[config.mk]
export PLATFORM = sky130hd
export DESIGN_NAME = sync_fifo_param
export DESIGN_NICKNAME = d
export VERILOG_FILES = /design/src/rtl/sync_fifo_param.sv
export SDC_FILE = /design/constraint.sdc
export NUM_CORES = 1
export LEC_CHECK = 0
export ABC_AREA = 1
export CORE_MARGIN = 3
export CORE_UTILIZATION = 53
export DETAILED_ROUTE_END_ITERATION = 10
export HOLD_SLACK_MARGIN = 0.15
export PLACE_DENSITY = 0.75
export SETUP_SLACK_MARGIN = 0.15
export SKIP_LAST_GASP = 1
export SLEW_MARGIN = 10
export SYNTH_ARGS = -nofsm -noshare
export SYNTH_HDL_FRONTEND = slang
export SYNTH_SLANG_ARGS = --single-unit
export TNS_END_PERCENT = 30
[constraint.sdc]
create_clock -name clk -period 1.7 [get_ports clk]
set_input_delay 0.34 -clock clk [delete_from_list [all_inputs] [get_ports clk]]
set_output_delay 0.34 -clock clk [all_outputs]
set_load 0.01 [all_outputs]
[src/rtl/sync_fifo_param.sv]
// Single-clock FIFO with arbitrary depth, threshold flags, sticky error flags
// and a selectable registered-read or first-word-fall-through read port.
module sync_fifo_param #(
   parameter int unsigned DATA_WIDTH = 6,
   parameter int unsigned DEPTH      = 4,
   parameter int unsigned AF_LEVEL   = DEPTH - 1,
   parameter int unsigned AE_LEVEL   = 1,
   parameter bit          FWFT       = 1'b0
) (
   input  logic                               clk,
   input  logic                               rst,
   input  logic                               wr_en,
   input  logic [DATA_WIDTH-1:0]              wr_data,
   input  logic                               rd_en,
   input  logic                               clr_err,
   output logic [DATA_WIDTH-1:0]              rd_data,
   output logic                               rd_valid,
   output logic                               full,
   output logic                               empty,
   output logic                               almost_full,
   output logic                               almost_empty,
   output logic [$clog2(DEPTH+1)-1:0]         count,
   output logic                               overflow,
   output logic                               underflow
);

   localparam int unsigned PW = (DEPTH > 1) ? $clog2(DEPTH) : 1;
   localparam int unsigned CW = $clog2(DEPTH + 1);

   logic [DATA_WIDTH-1:0] mem [DEPTH];
   logic [PW-1:0]         wr_ptr;
   logic [PW-1:0]         rd_ptr;

   logic                  do_wr_c;
   logic                  do_rd_c;
   logic [PW-1:0]         wr_ptr_nxt_c;
   logic [PW-1:0]         rd_ptr_nxt_c;
   logic [CW-1:0]         count_nxt_c;
   logic [DATA_WIDTH-1:0] rd_data_nxt_c;
   logic                  rd_valid_nxt_c;
   logic                  overflow_nxt_c;
   logic                  underflow_nxt_c;

   // Modulo-DEPTH increment; DEPTH need not be a power of two.
   function automatic logic [PW-1:0] ptr_inc(input logic [PW-1:0] p);
      return (p == PW'(DEPTH - 1)) ? '0 : p + PW'(1);
   endfunction

   // Request acceptance, pointer and occupancy next-state.
   always_comb begin
      do_rd_c      = rd_en && !empty;
      do_wr_c      = wr_en && (!full || do_rd_c);
      wr_ptr_nxt_c = do_wr_c ? ptr_inc(wr_ptr) : wr_ptr;
      rd_ptr_nxt_c = do_rd_c ? ptr_inc(rd_ptr) : rd_ptr;
      count_nxt_c  = count;
      if (do_wr_c && !do_rd_c) begin
         count_nxt_c = count + CW'(1);
      end else if (!do_wr_c && do_rd_c) begin
         count_nxt_c = count - CW'(1);
      end
   end

   // Sticky errors: a new error wins over a simultaneous clear.
   always_comb begin
      overflow_nxt_c  = (overflow  && !clr_err) || (wr_en && !do_wr_c);
      underflow_nxt_c = (underflow && !clr_err) || (rd_en && empty);
   end

   // Read port next-state. In FWFT mode the new head may be the word being
   // written this cycle (empty, or last word popped while writing), so bypass.
   always_comb begin
      rd_data_nxt_c  = rd_data;
      rd_valid_nxt_c = 1'b0;
      if (FWFT) begin
         rd_valid_nxt_c = (count_nxt_c != '0);
         if (count_nxt_c != '0) begin
            if (do_wr_c && (wr_ptr == rd_ptr_nxt_c)) begin
               rd_data_nxt_c = wr_data;
            end else begin
               rd_data_nxt_c = mem[rd_ptr_nxt_c];
            end
         end
      end else begin
         rd_valid_nxt_c = do_rd_c;
         if (do_rd_c) begin
            rd_data_nxt_c = mem[rd_ptr];
         end
      end
   end

   // Storage is not reset; writes are suppressed while in reset.
   always_ff @(posedge clk) begin
      if (!rst && do_wr_c) begin
         mem[wr_ptr] <= wr_data;
      end
   end

   // Control state and registered flags.
   always_ff @(posedge clk) begin
      if (rst) begin
         wr_ptr       <= '0;
         rd_ptr       <= '0;
         count        <= '0;
         full         <= 1'b0;
         empty        <= 1'b1;
         almost_full  <= 1'b0;
         almost_empty <= 1'b1;
         rd_data      <= '0;
         rd_valid     <= 1'b0;
         overflow     <= 1'b0;
         underflow    <= 1'b0;
      end else begin
         wr_ptr       <= wr_ptr_nxt_c;
         rd_ptr       <= rd_ptr_nxt_c;
         count        <= count_nxt_c;
         full         <= (count_nxt_c == CW'(DEPTH));
         empty        <= (count_nxt_c == '0);
         almost_full  <= (32'(count_nxt_c) >= AF_LEVEL);
         almost_empty <= (32'(count_nxt_c) <= AE_LEVEL);
         rd_data      <= rd_data_nxt_c;
         rd_valid     <= rd_valid_nxt_c;
         overflow     <= overflow_nxt_c;
         underflow    <= underflow_nxt_c;
      end
   end

endmodule

# Word-level counts from Yosys, hierarchy flattened
# Memory sizes are Yosys's and may differ from the RTL's. A register that Yosys moved wholly into a read port is not among the register bits.
# Index checks and enable logic that the tools add are counted.
# op_classes
mux,6
n_eq_ne,3
n_lt_le_gt_ge,2
add_sub_neg,4
n_reduce_logical,19
# op_table
operator,n
logical AND 1 bit,9
zero test 1 bit,6
two-way mux 3 bit,2
"adder 2 x 1 -> 2 bit, second input constant",2
"== test 2 bit, second input constant",2
two-way mux 2 bit,2
"adder 3 x 1 -> 3 bit, second input constant",1
"== test 3 bit, second input constant",1
"greater-or-equal comparator 3 x 2 -> 1 bit, second input constant",1
"less-or-equal comparator 3 x 1 -> 1 bit, second input constant",1
zero test 3 bit,1
logical OR 1 bit,3
"subtractor 3 x 1 -> 3 bit, second input constant",1
two-way mux 1 bit,2
# word_totals
wordCells,45
memories,1
out_inout_bits,16
mem_bits_rw,24
input_bits,11
register_bits,14
# mem_list
memory,words,width,rd,rd_clocked_by_memory_dff,wr,line_no,text
mem,4,6,1,1,1,30,logic [DATA_WIDTH-1:0] mem [DEPTH];

# Longest topological paths before layout
# logic_depth
depth_word,9
mapped_depth,10
ltp_nobuf,10

# Worst setup path after synthesis
# OpenSTA, ideal clock, no wires.
# synth_timing
path_kind,flip-flop to flip-flop
from,register empty
to,"memory mem[0][0], enable pin"
arrival_time_ns,1.148
n_path_buf,0
setup_slack_ns,0.202
path_stages_with_launch,6
required_time_ns,1.350
setup_ns,0.350
synth_period_minus_slack_ns,1.498
cell_sequence,dfxtp_1 > inv_1 > nand2_4 > a21oi_1 > nand2_1 > nor2_1
# synth_between
elab_chain_len,7
# synth_lines
item,line_no,text
start: declaration,19,"output logic empty,"
start signal: assignment,117,empty <= (count_nxt_c == '0);
zero test 1 bit,51,do_rd_c = rd_en && !empty;
logical AND 1 bit,51,
logical OR 1 bit,52,do_wr_c = wr_en && (!full || do_rd_c);
logical AND 1 bit,52,
logical AND 1 bit,93,if (!rst && do_wr_c) begin
two-way mux 1 bit,93,
two-way mux 1 bit (implied by the code),94,mem[wr_ptr] <= wr_data;
end: declaration,30,
# Every way passes these cells.

# Final worst setup path
# layout_timing
from,input port rd_en
to,"memory mem[0][1], enable pin"
# layout_between
elab_chain_len,6
# layout_lines
item,line_no,text
start: declaration,14,"input logic rd_en,"
logical AND 1 bit,51,
logical OR 1 bit,52,
logical AND 1 bit,52,
logical AND 1 bit,93,
two-way mux 1 bit,93,
two-way mux 1 bit (implied by the code),94,
# Every way passes these cells.

==> metrics.txt <==
max-slew violation count 0; data arrival time of the critical path 1.68 ns; worst setup margin 0.101 ns; initial antenna violation count 0; RSZ-0062 raised after global routing yes; Reg2Reg Depth 6; Synth Register Bits 44; Synth area leader edfxtp_1; Filler Cells Inserted 257; Vias 1465; Yosys warning count 0; Worst R2R Setup Slack 0.20 ns; fmax 626 MHz; via/cell ratio 5.16; CTS Hold Buffers Added 0; Worst setup EP type flop; critical path startpoint rd_en; area of the mapped netlist 1880 sq um; most common cell in the netlist nor2_1; Die H 65.5 um; final worst path period share 94.0%; fin util 73.5%; CP Class in2reg; grt total ovfl 0; htree depth 2; clk buf depth 2; top cells by area, synth edfxtp_1, dfxtp_1, nor2_1; Worst-Skew Late Latency 0.36 ns; Seq pwr share 52.0%; Final setup viols 0; sequential element share of the synthesized area 59.7%; Num CTS Buffers 5; Switching Fraction 28.6%; die width 65.5 um; combinational share of power 20.9%; row count 20; number of iterations in the first detailed-routing pass 5; gr usage total 20.1%; Net count, final 257; number of synthesized flops with an enable pin 24; global placement routability congestion 0.789; Worst Path Max Fanout 6; antenna-violating nets left 0; status complete, no violations; clock root buffer clkbuf_4; Leakage 0.00114 uW; area growth from synthesis to layout 25.3%; power share of the clock group 27.1%; clock skew 0.0134 ns; worst hold stages 2; PwrDens 1040 nW/um^2; Starting Density 58.7%; Final Cell Area 2350 sq um; max_cap viols 0; Yosys cell types 20; setup bufs post-CTS 0; min Tclk post-route 1.60 ns; number of global-route vias before repair 1408; die area 4300 sq um; pin count of the biggest net entering global routing 16; share of the synthesized area in the top cell type 38.3%; reg-to-reg endpoint mem[0][1]; share of cells above drive strength 1 14.2%; Synth Flop Type edfxtp_1; Slew @ Worst Pin 0.418 ns; Setup WS pre-CTS -0.233 ns; Reg clk slew, reported paths 0.13 ns; syn nets 219; worst setup path endpoint mem[0][1]; Worst Setup Start Kind primary input; DP HPWL 2.90 mm; HP Class reg2reg; synthesized area per cell 9.35 sq um; Ports 27; switching pwr 698 uW; dpl cell area 2250 sq um; Crit path required time 1.79 ns; DRC violations left 0; Final Hold Viols 0; first-pass GRT wire length 6.48 mm; Core ar. 3200 sq um; max_slew headroom 72.1%; cell count after synthesis 201; Pint 1750 uW; TritonCTS clock tree yes; r2r startpoint empty; Post-synth top cells nor2_1, inv_1, nand2_1; Iter 0 DRT Violations 94; final wirelength 3.87 mm; Buffers on Ports 26; wire per inst 13.6 um; antenna diode instance count 0; Hold Crit Start overflow; worst-case vdd ir drop 0.760 mV; Sinks on Clock Net 44; ys async rst share 0%
-- kinds of logic after synthesis --
kind of cell	Yosys count	share of synthesized area, %
adder cells (fa/ha/maj)	7	4.66
buffers and inverters	32	6.66
flip-flops	44	59.7
AND/OR/NAND/NOR	84	19.8
XOR/XNOR	1	0.466
AO/OA/AOI/OAI	33	8.79
-- routing by layer --
layer  track usage (%)  vias to the layer above  share of wire (%)
li1                  -                      725                  -
met1              25.5                      668                 43
met2              32.7                       59                 47
met3              5.98                       13                8.5
met4              6.99                        0                1.8
met5                 0                        -                  0
-- per-stage QoR --
step / std cells / TNS [ns] / hold WS, ns / total power, uW
finish: 284 / 0 / 0.467 / 2450
global route: 284 / 0 / 0.491 / 2590
CTS: 284 / 0 / 0.473 / 2470
detailed placement: 276 / -5.09 / 0.454 / 1820
global placement: 276 / -4.17 / 0.450 / 1790
floorplan: 201 / 0 / 0.439 / 1590
-- worst max-delay path, stage by stage --
cell and delay (ns):
clkdlybuf4s50_1 0.57, nand2_4 0.07, a21oi_1 0.20, nand2_1 0.18, nor2_1 0.15, buf_4 0.17
-- power groups by stage --
stage | clock (uW) | sequential (uW) | combinational, uW
after floorplan | 0 | 1300 | 289
after global placement | 0 | 1290 | 505
after detailed placement | 0 | 1290 | 524
after CTS | 678 | 1270 | 520
after global routing | 725 | 1290 | 577
final | 662 | 1270 | 511
-- sequential cells by signal, indices dropped and copies added, names as in the netlist --
register,count
almost_empty,1
almost_full,1
count,3
empty,1
full,1
mem,24
overflow,1
rd_data,6
rd_ptr,2
rd_valid,1
underflow,1
wr_ptr,2
-- layout by cell type, fill, tap and decap left out --
cell	n
a21oi_1	6
buf_4	10
bufinv_16	1
clkbuf_4	5
clkdlybuf4s50_1	14
clkinvlp_4	1
dfxtp_1	14
dfxtp_2	5
dfxtp_4	1
dlygate4sd2_1	4
dlymetal6s2s_1	8
edfxtp_1	24
ha_1	7
inv_1	25
inv_2	2
inv_6	1
nand2_1	25
nand2_2	1
nand2_4	1
nand3_1	8
nand3_2	2
nand3_4	1
nand4_1	1
nor2_1	42
nor2_2	3
o21ai_0	24
o21ai_1	3
xnor2_1	1
-- cell type report --
| cell class | instances | area (sq um) | area share, % |
|---|---|---|---|
| Sequential cell | 44 | 1130 | 48.0 |
| Multi-Input combinational cell | 125 | 633 | 26.9 |
| Timing Repair Buffer | 36 | 350 | 14.9 |
| Inverter | 27 | 101 | 4.30 |
| Tap cell | 44 | 55.1 | 2.34 |
| Clock inverter | 3 | 46.3 | 1.97 |
| Clock buffer | 5 | 37.5 | 1.59 |
-- worst min-delay path by stage --
stage | endpoint | slack [ns]
2_1_floorplan | mem[0][0] | 0.44
3_3_place_gp | overflow | 0.45
3_5_place_dp | overflow | 0.45
4_1_cts | overflow | 0.47
5_1_grt | overflow | 0.49
6_report | overflow | 0.47
-- timing repair --
| item | in CTS | in global routing |
|---|---|---|
| setup endpoints to repair | 16 | 35 |
| cloned | 0 | 0 |
| resized for setup | 9 | 10 |
(Power assumes the default switching activity.)
